[config.mk]
export PLATFORM = sky130hd
export DESIGN_NAME = alu_exec
export DESIGN_NICKNAME = d
export VERILOG_FILES = /design/src/rtl/alu_pkg.sv /design/src/rtl/alu_muldiv_iter.sv /design/src/rtl/alu_exec.sv
export SDC_FILE = /design/constraint.sdc
export NUM_CORES = 1
export LEC_CHECK = 0
export BUFFER_PORTS_ARGS = -buffer_cell sky130_fd_sc_hd__buf_2
export CAP_MARGIN = 20
export CORE_MARGIN = 5
export CORE_UTILIZATION = 45
export CTS_CLUSTER_SIZE = 20
export DETAILED_ROUTE_END_ITERATION = 8
export GPL_TIMING_DRIVEN = 0
export PLACE_DENSITY = 0.67
export SYNTH_ARGS = -nofsm -noshare
export SYNTH_HDL_FRONTEND = slang
export SYNTH_SLANG_ARGS = --single-unit
[constraint.sdc]
create_clock -name clk -period 4.2 [get_ports clk]
set_input_delay 0.63 -clock clk [delete_from_list [all_inputs] [get_ports clk]]
set_output_delay 0.63 -clock clk [all_outputs]
set_load 0.03 [all_outputs]
[src/rtl/alu_pkg.sv]
// Shared definitions for the execute-stage ALU: ALUCon codes, mul/div FSM
// state encoding and the default datapath width.
package alu_pkg;

  localparam int ALU_WIDTH = 32;

  localparam logic [3:0] ALU_ADD = 4'b0000;
  localparam logic [3:0] ALU_AND = 4'b0001;
  localparam logic [3:0] ALU_DIV = 4'b0010;
  localparam logic [3:0] ALU_MUL = 4'b0011;
  localparam logic [3:0] ALU_NOR = 4'b0100;
  localparam logic [3:0] ALU_OR  = 4'b0101;
  localparam logic [3:0] ALU_SLT = 4'b0110;
  localparam logic [3:0] ALU_SUB = 4'b0111;
  localparam logic [3:0] ALU_STA = 4'b1000;

  typedef enum logic [1:0] {
    ST_IDLE  = 2'd0,
    ST_RUN   = 2'd1,
    ST_FIXUP = 2'd2
  } md_state_e;

  function automatic logic is_muldiv(input logic [3:0] op);
    return (op == ALU_MUL) || (op == ALU_DIV);
  endfunction

endpackage

[src/rtl/alu_muldiv_iter.sv]
// Iterative signed multiply / restoring divide engine, one bit per cycle on
// magnitudes, with sign fixup applied in the final state.
//
// state    | meaning
// ST_IDLE  | waiting for start_i
// ST_RUN   | one shift-add / shift-subtract step per cycle, count_q down to 1
// ST_FIXUP | apply signs, write hi/lo, done_o high this cycle
module alu_muldiv_iter
  import alu_pkg::*;
#(
  parameter int WIDTH = ALU_WIDTH
) (
  input  logic             clk,
  input  logic             rst_n,
  input  logic             start_i,
  input  logic             op_div_i,
  input  logic [WIDTH-1:0] a_i,
  input  logic [WIDTH-1:0] b_i,
  input  logic             flush_i,
  output logic             busy_o,
  output logic             done_o,
  output logic [WIDTH-1:0] fin_lo_o,
  output logic             dbz_o,
  output logic [WIDTH-1:0] hi_o,
  output logic [WIDTH-1:0] lo_o
);

  localparam int CW = $clog2(WIDTH + 1);

  md_state_e        state_q;
  logic [CW-1:0]    count_q;
  logic [WIDTH-1:0] acc_hi_q;
  logic [WIDTH-1:0] acc_lo_q;
  logic [WIDTH-1:0] opnd_q;
  logic             op_div_q;
  logic             neg_res_q;
  logic             neg_rem_q;
  logic             dbz_q;
  logic [WIDTH-1:0] hi_q;
  logic [WIDTH-1:0] lo_q;

  logic [WIDTH-1:0]   a_abs;
  logic [WIDTH-1:0]   b_abs;
  logic [WIDTH:0]     mul_sum;
  logic [WIDTH:0]     div_trial;
  logic [WIDTH+1:0]   div_diff;
  logic [WIDTH-1:0]   step_hi_d;
  logic [WIDTH-1:0]   step_lo_d;
  logic [2*WIDTH-1:0] prod;
  logic [WIDTH-1:0]   fin_hi_d;
  logic [WIDTH-1:0]   fin_lo_d;

  assign a_abs = a_i[WIDTH-1] ? -a_i : a_i;
  assign b_abs = b_i[WIDTH-1] ? -b_i : b_i;

  always_comb begin
    mul_sum   = {1'b0, acc_hi_q} + (acc_lo_q[0] ? {1'b0, opnd_q} : '0);
    div_trial = {acc_hi_q, acc_lo_q[WIDTH-1]};
    div_diff  = {1'b0, div_trial} - {2'b00, opnd_q};
    step_hi_d = mul_sum[WIDTH:1];
    step_lo_d = {mul_sum[0], acc_lo_q[WIDTH-1:1]};
    if (op_div_q) begin
      // Restoring step: keep the trial remainder only when it went non-negative.
      if (div_diff[WIDTH+1]) begin
        step_hi_d = div_trial[WIDTH-1:0];
        step_lo_d = {acc_lo_q[WIDTH-2:0], 1'b0};
      end else begin
        step_hi_d = div_diff[WIDTH-1:0];
        step_lo_d = {acc_lo_q[WIDTH-2:0], 1'b1};
      end
    end
  end

  always_comb begin
    prod     = {acc_hi_q, acc_lo_q};
    fin_hi_d = '0;
    fin_lo_d = '0;
    if (op_div_q) begin
      fin_hi_d = neg_rem_q ? -acc_hi_q : acc_hi_q;
      if (dbz_q) fin_lo_d = '1;
      else       fin_lo_d = neg_res_q ? -acc_lo_q : acc_lo_q;
    end else begin
      {fin_hi_d, fin_lo_d} = neg_res_q ? -prod : prod;
    end
  end

  always_ff @(posedge clk) begin
    if (!rst_n) begin
      state_q   <= ST_IDLE;
      count_q   <= '0;
      acc_hi_q  <= '0;
      acc_lo_q  <= '0;
      opnd_q    <= '0;
      op_div_q  <= 1'b0;
      neg_res_q <= 1'b0;
      neg_rem_q <= 1'b0;
      dbz_q     <= 1'b0;
      hi_q      <= '0;
      lo_q      <= '0;
    end else begin
      case (state_q)
        ST_IDLE: begin
          if (start_i) begin
            state_q   <= ST_RUN;
            count_q   <= CW'(WIDTH);
            op_div_q  <= op_div_i;
            opnd_q    <= op_div_i ? b_abs : a_abs;
            acc_lo_q  <= op_div_i ? a_abs : b_abs;
            acc_hi_q  <= '0;
            neg_res_q <= a_i[WIDTH-1] ^ b_i[WIDTH-1];
            neg_rem_q <= a_i[WIDTH-1];
            dbz_q     <= op_div_i && (b_i == '0);
          end
        end
        ST_RUN: begin
          if (flush_i) begin
            state_q <= ST_IDLE;
          end else begin
            acc_hi_q <= step_hi_d;
            acc_lo_q <= step_lo_d;
            count_q  <= count_q - 1'b1;
            if (count_q == CW'(1)) state_q <= ST_FIXUP;
          end
        end
        ST_FIXUP: begin
          state_q <= ST_IDLE;
          if (!flush_i) begin
            hi_q <= fin_hi_d;
            lo_q <= fin_lo_d;
          end
        end
        default: state_q <= ST_IDLE;
      endcase
    end
  end

  assign busy_o   = (state_q != ST_IDLE);
  assign done_o   = (state_q == ST_FIXUP) && !flush_i;
  assign fin_lo_o = fin_lo_d;
  assign dbz_o    = dbz_q;
  assign hi_o     = hi_q;
  assign lo_o     = lo_q;

endmodule

[src/rtl/alu_exec.sv]
// Execute-stage ALU: single-cycle ops with registered outputs, plus the
// ready/busy handshake and flush around the iterative mul/div engine.
module alu_exec
  import alu_pkg::*;
#(
  parameter int WIDTH = ALU_WIDTH
) (
  input  logic             clk,
  input  logic             rst_n,
  input  logic             in_valid,
  output logic             in_ready,
  input  logic [3:0]       alucon,
  input  logic [WIDTH-1:0] a,
  input  logic [WIDTH-1:0] b,
  input  logic             flush,
  output logic             busy,
  output logic             out_valid,
  output logic [WIDTH-1:0] result,
  output logic             zero,
  output logic             overflow,
  output logic             div_by_zero,
  output logic [WIDTH-1:0] hi,
  output logic [WIDTH-1:0] lo
);

  logic             accept;
  logic             md_start;
  logic             md_busy;
  logic             md_done;
  logic             md_dbz;
  logic [WIDTH-1:0] md_fin_lo;

  logic [WIDTH-1:0] sum;
  logic [WIDTH-1:0] diff;
  logic [WIDTH-1:0] sc_res_d;
  logic             sc_ovf_d;

  logic             out_valid_q;
  logic [WIDTH-1:0] result_q;
  logic             zero_q;
  logic             overflow_q;
  logic             dbz_q;

  // Flush wins over a same-cycle accept, so a flushed op never issues.
  assign accept   = in_valid && in_ready && !flush;
  assign md_start = accept && is_muldiv(alucon);
  assign in_ready = !md_busy;
  assign busy     = md_busy;

  assign sum  = a + b;
  assign diff = a - b;

  always_comb begin
    sc_res_d = '0;
    sc_ovf_d = 1'b0;
    case (alucon)
      ALU_ADD, ALU_STA: begin
        sc_res_d = sum;
        sc_ovf_d = (a[WIDTH-1] == b[WIDTH-1]) && (sum[WIDTH-1] != a[WIDTH-1]);
      end
      ALU_SUB: begin
        sc_res_d = diff;
        sc_ovf_d = (a[WIDTH-1] != b[WIDTH-1]) && (diff[WIDTH-1] != a[WIDTH-1]);
      end
      ALU_AND: sc_res_d = a & b;
      ALU_OR:  sc_res_d = a | b;
      ALU_NOR: sc_res_d = ~(a | b);
      ALU_SLT: sc_res_d = {{(WIDTH-1){1'b0}}, $signed(a) < $signed(b)};
      default: sc_res_d = '0;
    endcase
  end

  alu_muldiv_iter #(.WIDTH(WIDTH)) u_muldiv (
    .clk      (clk),
    .rst_n    (rst_n),
    .start_i  (md_start),
    .op_div_i (alucon == ALU_DIV),
    .a_i      (a),
    .b_i      (b),
    .flush_i  (flush),
    .busy_o   (md_busy),
    .done_o   (md_done),
    .fin_lo_o (md_fin_lo),
    .dbz_o    (md_dbz),
    .hi_o     (hi),
    .lo_o     (lo)
  );

  // md_done and a single-cycle accept are exclusive: accept needs !busy.
  always_ff @(posedge clk) begin
    if (!rst_n) begin
      out_valid_q <= 1'b0;
      result_q    <= '0;
      zero_q      <= 1'b0;
      overflow_q  <= 1'b0;
      dbz_q       <= 1'b0;
    end else begin
      out_valid_q <= 1'b0;
      if (md_done) begin
        out_valid_q <= 1'b1;
        result_q    <= md_fin_lo;
        zero_q      <= (md_fin_lo == '0);
        overflow_q  <= 1'b0;
        dbz_q       <= md_dbz;
      end else if (accept && !is_muldiv(alucon)) begin
        out_valid_q <= 1'b1;
        result_q    <= sc_res_d;
        zero_q      <= (sc_res_d == '0);
        overflow_q  <= sc_ovf_d;
        dbz_q       <= 1'b0;
      end
    end
  end

  assign out_valid   = out_valid_q;
  assign result      = result_q;
  assign zero        = zero_q;
  assign overflow    = overflow_q;
  assign div_by_zero = dbz_q;

endmodule

==> PnR_summary.wiki, run 1 <==
{| class="wikitable"
! Metric !! Value
|-
| Summed instance area of the synthesized netlist || between 20000 and 25000 µm²
|-
| Most instantiated library cell after synthesis || sky130_fd_sc_hd__nand2_1
|-
| Remaining number of nets flagged by the antenna check after routing || 0
|-
| HPWL reported at the end of detailed placement || 76.7 mm
|-
| Total number of nets in the final design || between 3000 and 4000
|-
| Count of endpoints failing setup in the final report || 0
|-
| Total vias in the final route || 24553
|-
| Yosys Warn Count || 0
|-
| Num CTS Buffers || 26
|-
| Final-layout worst hold slack || 0.449 ns
|-
| Area of combinational cells with multiple inputs || roughly 16000 µm²
|-
| Syn Nets || 3250
|-
| Distinct cell type count of the synthesized netlist || 89
|-
| Proportion of synthesized flip-flops having asynchronous set or reset || 0
|-
| Number of global-route vias before repair || about 23000
|-
| GRT Residual Overflow || 0
|-
| Top FF cell, synth || sky130_fd_sc_hd__dfxtp_1
|-
| Chip width || 226 µm
|-
| FF+latch area || roughly 4200 µm²
|-
| Count of TritonRoute iterations in the first routing pass || 6
|-
| Number of pins exceeding their max-slew limit in the final report || 0
|-
| Crit path time final || between 4 and 5 ns
|-
| Fin. Hold Viols || 0
|-
| Vertical extent of the die || ~230 µm
|-
| Share of the clock period used by the worst path || 0.983
|-
| Power per cell area || ~260 nW/µm²
|-
| Share of the yosys chip area belonging to registers || 0.198
|-
| Layout overhead on the synthesized area || 14.1%
|-
| Dpl cell area || 22600 µm²
|-
| Library cell occupying the most area in the post-synthesis netlist || sky130_fd_sc_hd__dfxtp_1
|-
| Post-Route Utilization || 0.516
|-
| Site Rows || between 70 and 80
|-
| Cts-stage hold buffer count || 0
|-
| Crit Path Category || input pin to flip-flop
|-
| Clock transition at the registers of the reported paths || 0.06 ns
|-
| Number of synthesized flops with an enable pin || 0
|-
| Cells taking the most area after synthesis || sky130_fd_sc_hd__dfxtp_1 20%, sky130_fd_sc_hd__ha_1 10%, sky130_fd_sc_hd__nand2_1 7.5%
|-
| Gate Count Post-Synth || roughly 3000
|-
| Layout fillers || between 4000 and 5000
|-
| Result of the run || finished clean
|-
| Post-layout instance area || roughly 24000 µm²
|-
| CTS tree || built
|-
| Area share of the leading cell type in the synthesized netlist || 0.198
|-
| HP Class || flip-flop to flip-flop
|-
| Number of vias per cell || ~6.4
|-
| Area of the core || 46400 µm²
|-
| CTS H-Tree Depth || 1
|-
| Max-slew headroom at the worst pin || 0.288
|-
| Total power after layout || between 6 and 7 mW
|-
| Fraction of final layout cells with drive strength greater than 1 || 0.105
|-
| Worst Path Max Fanout || 7
|-
| Routed wire length per instance || around 25 µm
|-
| Max_cap viols || 0
|-
| Crit path arrival time || roughly 4.6 ns
|-
| Total routing resource utilization after global routing || 0.354
|-
| Violation count after the first detailed-routing iteration || roughly 2800
|-
| Root Buffer || sky130_fd_sc_hd__clkbuf_16
|-
| Initial core utilization || 0.453
|-
| Endpoint kind of the worst setup timing path || flip-flop
|-
| Per-instance average area after synthesis || approximately 7 µm²
|-
| Highest Clock Rate || ~240 MHz
|-
| IO Pins || 174
|-
| Clock Latency Late Sink || 0.56 ns
|-
| Worst Skew || approximately 0.025 ns
|-
| Maximum buffer depth of the clock tree || 3
|-
| Most frequent cells after synthesis || 417 x sky130_fd_sc_hd__nand2_1, 319 x sky130_fd_sc_hd__nor2_1, 245 x sky130_fd_sc_hd__a21oi_1
|-
| Routed wire length || 95.3 mm
|-
| Number of input and output port buffers inserted || 171
|-
| Worst-margin pin slew || approximately 1.1 ns
|-
| Full die area || between 50000 and 60000 µm²
|-
| Flop and latch count out of synthesis || approximately 210
|-
| Critical Path Source Type || input pin
|-
| Drt drc || 0
|-
| Placer congestion estimate || roughly 1.1
|-
| VDD IR-drop max || 275 µV
|-
| N_diodes || 0
|-
| Maximum number of pins on one net before global-route repair || 20
|-
| First-pass GRT wire length || between 100 and 150 mm
|-
| Required arrival time at the worst endpoint || 4.67 ns
|-
| Static leakage power || between 9 and 10 nW
|-
| CTS sink cnt || between 200 and 250
|-
| Initial antenna violation count || 0
|}
==> logic make-up after synthesis <==
group,synth area share
AO/OA/AOI/OAI,0.298
XOR/XNOR,0.0693
adder cells (fa/ha/maj),0.107
buffers and inverters,0.0632
flip-flops,0.198
multiplexers,0.0221
AND/OR/NAND/NOR,0.242
==> state kept, by name (all words and copies together), names as in the netlist, 2 cells and up <==
register and flops:
result 32, u_muldiv.acc_hi_q 32, u_muldiv.acc_lo_q 32, u_muldiv.hi_o 32, u_muldiv.lo_o 32, u_muldiv.opnd_q 32
u_muldiv.count_q 6, u_muldiv.state_q 2
==> final timing paths <==
kind / cells past startpoint / end / slack [ns] / start
worst min-delay path: 2 / u_muldiv.opnd_q[30]$_SDFFE_PN0P_ / 0.45 / u_muldiv.opnd_q[30]$_SDFFE_PN0P_
worst min register to register: 2 / u_muldiv.opnd_q[30]$_SDFFE_PN0P_ / 0.45 / u_muldiv.opnd_q[30]$_SDFFE_PN0P_
worst max-delay path: 14 / zero$_SDFFE_PN0P_ / 0.07 / b[0]
worst max register to register: 12 / zero$_SDFFE_PN0P_ / 0.13 / u_muldiv.state_q[1]$_SDFFE_PN0P_
==> routing by layer <==
| layer | vias to the layer above | part of all wire | GRT usage |
|---|---|---|---|
| li1 | 11281 | - | - |
| met1 | 11670 | 0.40 | 0.449 |
| met2 | 1347 | 0.45 | 0.575 |
| met3 | 255 | 0.079 | 0.0422 |
| met4 | 0 | 0.076 | 0.217 |
| met5 | - | 0 | 0 |
==> power breakdown <==
group	internal, mW	switching, mW
sequential	2.00	0.0306
clock	1.41	0.964
combinational	0.606	1.26
==> cell type report <==
class | instances | share of cell area
multi-input combinational | 2443 | 0.659
timing repair buffer | 190 | 0.0419
clock inverter | 16 | 0.00742
tap | 607 | 0.0317
sequential | 208 | 0.174
inverter | 156 | 0.0246
clock buffer | 31 | 0.0301
buffer | 190 | 0.0316
==> layout by cell type (no fill, tap or decap), types with 49 or more instances in the layout <==
| master | count |
|---|---|
| sky130_fd_sc_hd__a211oi_1 | 59 |
| sky130_fd_sc_hd__a21oi_1 | 244 |
| sky130_fd_sc_hd__buf_2 | 175 |
| sky130_fd_sc_hd__clkbuf_1 | 154 |
| sky130_fd_sc_hd__dfxtp_1 | 207 |
| sky130_fd_sc_hd__ha_1 | 167 |
| sky130_fd_sc_hd__inv_1 | 145 |
| sky130_fd_sc_hd__nand2_1 | 416 |
| sky130_fd_sc_hd__nand3_1 | 73 |
| sky130_fd_sc_hd__nor2_1 | 317 |
| sky130_fd_sc_hd__nor3_1 | 68 |
| sky130_fd_sc_hd__o211ai_1 | 55 |
| sky130_fd_sc_hd__o21ai_0 | 175 |
| sky130_fd_sc_hd__xnor2_1 | 117 |
| sky130_fd_sc_hd__xor2_1 | 49 |
==> critical path, cell delays in order <==
cell                       delay (ns)
sky130_fd_sc_hd__buf_2           0.17
sky130_fd_sc_hd__ha_2            0.25
sky130_fd_sc_hd__fa_1            0.42
sky130_fd_sc_hd__a21o_1          0.20
sky130_fd_sc_hd__a221o_2         0.45
sky130_fd_sc_hd__a31oi_4         0.26
sky130_fd_sc_hd__o311ai_2        0.21
sky130_fd_sc_hd__and3b_2         0.30
sky130_fd_sc_hd__a311o_2         0.47
sky130_fd_sc_hd__a211oi_1        0.23
sky130_fd_sc_hd__o31ai_1         0.12
sky130_fd_sc_hd__mux2i_1         0.16
sky130_fd_sc_hd__or4_4           0.53
sky130_fd_sc_hd__o32ai_2         0.19
==> metrics by stage <==
stage,setup WS [ns],TNS [ns],cells
final,0.0723,0,3841
after detailed placement,-1.08,-33.11,3780
after floorplan,0.200,0,3001
after CTS,-0.0554,-0.0554,3828
after global routing,-0.0420,-0.0420,3841
after global placement,-1.09,-36.59,3779
==> what timing repair did <==
item | 4_1_cts | 5_1_grt
setup endpoints to repair | 41 | 41
gates resized for setup | 25 | 69
setup buffers | 2 | 16
pin swaps | 2 | 13
hold endpoints to repair | 0 | 0
No activity file was read; power rests on OpenSTA's default activity.
==> inputs of run 2 (changes only) <==
--- a/config.mk
+++ b/config.mk
@@ -8,11 +8,11 @@
 export BUFFER_PORTS_ARGS = -buffer_cell sky130_fd_sc_hd__buf_2
 export CAP_MARGIN = 20
 export CORE_MARGIN = 5
-export CORE_UTILIZATION = 45
+export CORE_UTILIZATION = 32
 export CTS_CLUSTER_SIZE = 20
 export DETAILED_ROUTE_END_ITERATION = 8
 export GPL_TIMING_DRIVEN = 0
-export PLACE_DENSITY = 0.67
+export PLACE_DENSITY = 0.52
 export SYNTH_ARGS = -nofsm -noshare
 export SYNTH_HDL_FRONTEND = slang
 export SYNTH_SLANG_ARGS = --single-unit
==> PnR_summary.wiki, run 2 (synthesized netlist as in run 1, its figures left out) <==
{| class="wikitable"
! Metric !! Value
|-
| Power per cell area || 260 nW/µm²
|-
| Commonest cells after routing, fill and taps aside || 416 x sky130_fd_sc_hd__nand2_1, 315 x sky130_fd_sc_hd__nor2_1, 244 x sky130_fd_sc_hd__a21oi_1, 207 x sky130_fd_sc_hd__dfxtp_1, 175 x sky130_fd_sc_hd__buf_2
|-
| Worst-margin pin slew || approximately 1.1 ns
|-
| Total vias in the final route || between 20000 and 25000
|-
| Highest Clock Rate || 241 MHz
|-
| CTS H-Tree Depth || 1
|-
| Crit Path Category || input pin to flip-flop
|-
| Number of pins exceeding their max-slew limit in the final report || 0
|-
| Reg power frac || 0.323
|-
| Remaining number of nets flagged by the antenna check after routing || 0
|-
| Part of the power in the clock network || 0.383
|-
| Worst Skew || between 0.015 and 0.02 ns
|-
| Clock transition at the registers of the reported paths || around 0.060 ns
|-
| Result of the run || finished clean
|-
| Layout overhead on the synthesized area || 15.4%
|-
| Layout fillers || 7160
|-
| Vertical extent of the die || between 200 and 300 µm
|-
| VDD IR-drop max || 261 µV
|-
| Routed wire length || roughly 95 mm
|-
| Area of the core || ~65000 µm²
|-
| Power share of the combinational group || 0.295
|-
| Site Rows || 93
|-
| Hold path startpoint || u_muldiv.hi_o[16]$_SDFFE_PN0P_
|-
| Num CTS Buffers || 25
|-
| Share of the clock period used by the worst path || 0.987
|-
| IO Pins || between 150 and 200
|-
| Count of endpoints failing setup in the final report || 0
|-
| Drt drc || 0
|-
| Total routing resource utilization after global routing || 0.254
|-
| Worst Path Max Fanout || 10
|-
| Endpoint kind of the worst setup timing path || flip-flop
|-
| Full die area || 70800 µm²
|-
| Area of combinational cells with multiple inputs || roughly 16000 µm²
|-
| CTS tree || built
|-
| GRT Residual Overflow || 0
|-
| Chip width || about 270 µm
|-
| Crit path time final || approximately 4.1 ns
|-
| First-pass GRT wire length || ~140 mm
|-
| Net load switching power || 2.24 mW
|-
| Final-layout worst hold slack || 0.449 ns
|-
| CTS sink cnt || 208
|-
| Routed wire length per instance || 23.3 µm
|-
| Maximum number of pins on one net before global-route repair || 14
|-
| Unrepaired setup endpoints after global routing || no
|-
| Number of input and output port buffers inserted || ~170
|-
| Clock Latency Late Sink || ~0.56 ns
|-
| Fin. Hold Viols || 0
|-
| Number of vias per cell || 5.83
|-
| Required arrival time at the worst endpoint || roughly 4.7 ns
|-
| HP Class || flip-flop to flip-flop
|-
| Initial core utilization || 0.324
|-
| Placer congestion estimate || approximately 0.98
|-
| Number of global-route vias before repair || approximately 23000
|-
| Initial antenna violation count || 2
|-
| Reg2reg setup slack || about 0.13 ns
|-
| Max_cap viols || 0
|-
| Cell internal power dissipation || between 4 and 5 mW
|-
| Violation count after the first detailed-routing iteration || roughly 2500
|-
| Setup WS pre-CTS || -0.950 ns
|-
| Crit path arrival time || about 4.6 ns
|-
| Count of TritonRoute iterations in the first routing pass || 6
|-
| Total number of nets in the final design || around 3500
|-
| HPWL reported at the end of detailed placement || just under 80 mm
|-
| Cts-stage hold buffer count || 0
|-
| Worst-case setup margin in the final layout || 0.0548 ns
|-
| Critical Path Source Type || input pin
|-
| FF+latch area || approximately 4200 µm²
|-
| Static leakage power || ~9.6 nW
|-
| Net Sw Frac || 0.355
|-
| Maximum buffer depth of the clock tree || 3
|-
| Max-slew headroom at the worst pin || 0.260
|-
| Fraction of final layout cells with drive strength greater than 1 || 0.102
|-
| Root Buffer || sky130_fd_sc_hd__clkbuf_16
|-
| Launching element of the worst setup path || alucon[1]
|-
| Most common cell after layout, fill and taps aside || sky130_fd_sc_hd__nand2_1
|-
| Startpoint of the worst-slack reg-to-reg timing path || u_muldiv.acc_lo_q[0]$_SDFFE_PN0P_
|}
run 2: changes by cell type in the layout (fill, tap and decap cells not counted), moves of 3 or more:
cell,change
sky130_fd_sc_hd__buf_4,-7
sky130_fd_sc_hd__clkbuf_1,+6
sky130_fd_sc_hd__clkinv_2,-4
sky130_fd_sc_hd__ha_1,+3
sky130_fd_sc_hd__o31ai_1,-4
sky130_fd_sc_hd__o31ai_2,+3
run 2: final timing paths:
path | endpoint | depth (start not counted)
setup / recovery | zero$_SDFFE_PN0P_ | 11
hold / removal | u_muldiv.hi_o[16]$_SDFFE_PN0P_ | 2
setup reg to reg | zero$_SDFFE_PN0P_ | 14
hold reg to reg | u_muldiv.hi_o[16]$_SDFFE_PN0P_ | 2
run 2: metal layers:
layer | share of wire | track usage | up-vias
met5 | 0 | 0 | -
li1 | - | - | 11263
met3 | 0.064 | 0.0257 | 173
met2 | 0.45 | 0.417 | 975
met1 | 0.43 | 0.341 | 11375
met4 | 0.053 | 0.109 | 0
run 2: timing repair:
action | 4_1_cts | 5_1_grt
pin swaps | 0 | 18
setup buffers | 0 | 13
gates resized for setup | 22 | 63
hold endpoints to repair | 0 | 0
endpoints found under the setup margin | 34 | 54
run 2: area by class of cell:
cell class,count,area share
antenna,1,0.000103
clock buffer,30,0.0278
tap,855,0.0442
inverter,156,0.0243
sequential,208,0.172
clock inverter,14,0.00899
buffer,191,0.0310
timing repair buffer,185,0.0404
multi-input combinational,2443,0.651
run 2: critical path: stages:
cell	delay, ns
sky130_fd_sc_hd__clkbuf_1	0.48
sky130_fd_sc_hd__or3_1	0.28
sky130_fd_sc_hd__clkbuf_2	0.39
sky130_fd_sc_hd__clkbuf_1	0.57
sky130_fd_sc_hd__clkbuf_1	0.64
sky130_fd_sc_hd__o221ai_1	0.23
sky130_fd_sc_hd__a22oi_1	0.58
sky130_fd_sc_hd__nand4_1	0.16
sky130_fd_sc_hd__nor4_1	0.22
sky130_fd_sc_hd__nand4_1	0.15
sky130_fd_sc_hd__o32ai_2	0.25
run 2: power groups by stage:
stage / Sequential (mW) / Combinational [mW] / Clock, mW
after floorplan: 2.10 / 1.10 / 0
after global placement: 2.08 / 1.73 / 0
after detailed placement: 2.08 / 1.72 / 0
after CTS: 2.03 / 1.74 / 2.43
after global routing: 2.04 / 1.98 / 2.52
final: 2.03 / 1.86 / 2.41
run 2: per-stage QoR:
stage	util	cells	setup TNS, ns	cell area (µm²)	total power, mW
finish	0.374	4083	0	24200	6.30
global route	0.374	4083	0	24200	6.54
CTS	0.369	4072	-0.105	23900	6.21
detailed placement	0.354	4028	-25.12	22900	3.80
global placement	0.354	4027	-27.44	22900	3.81
floorplan	-	3001	0	21000	3.20
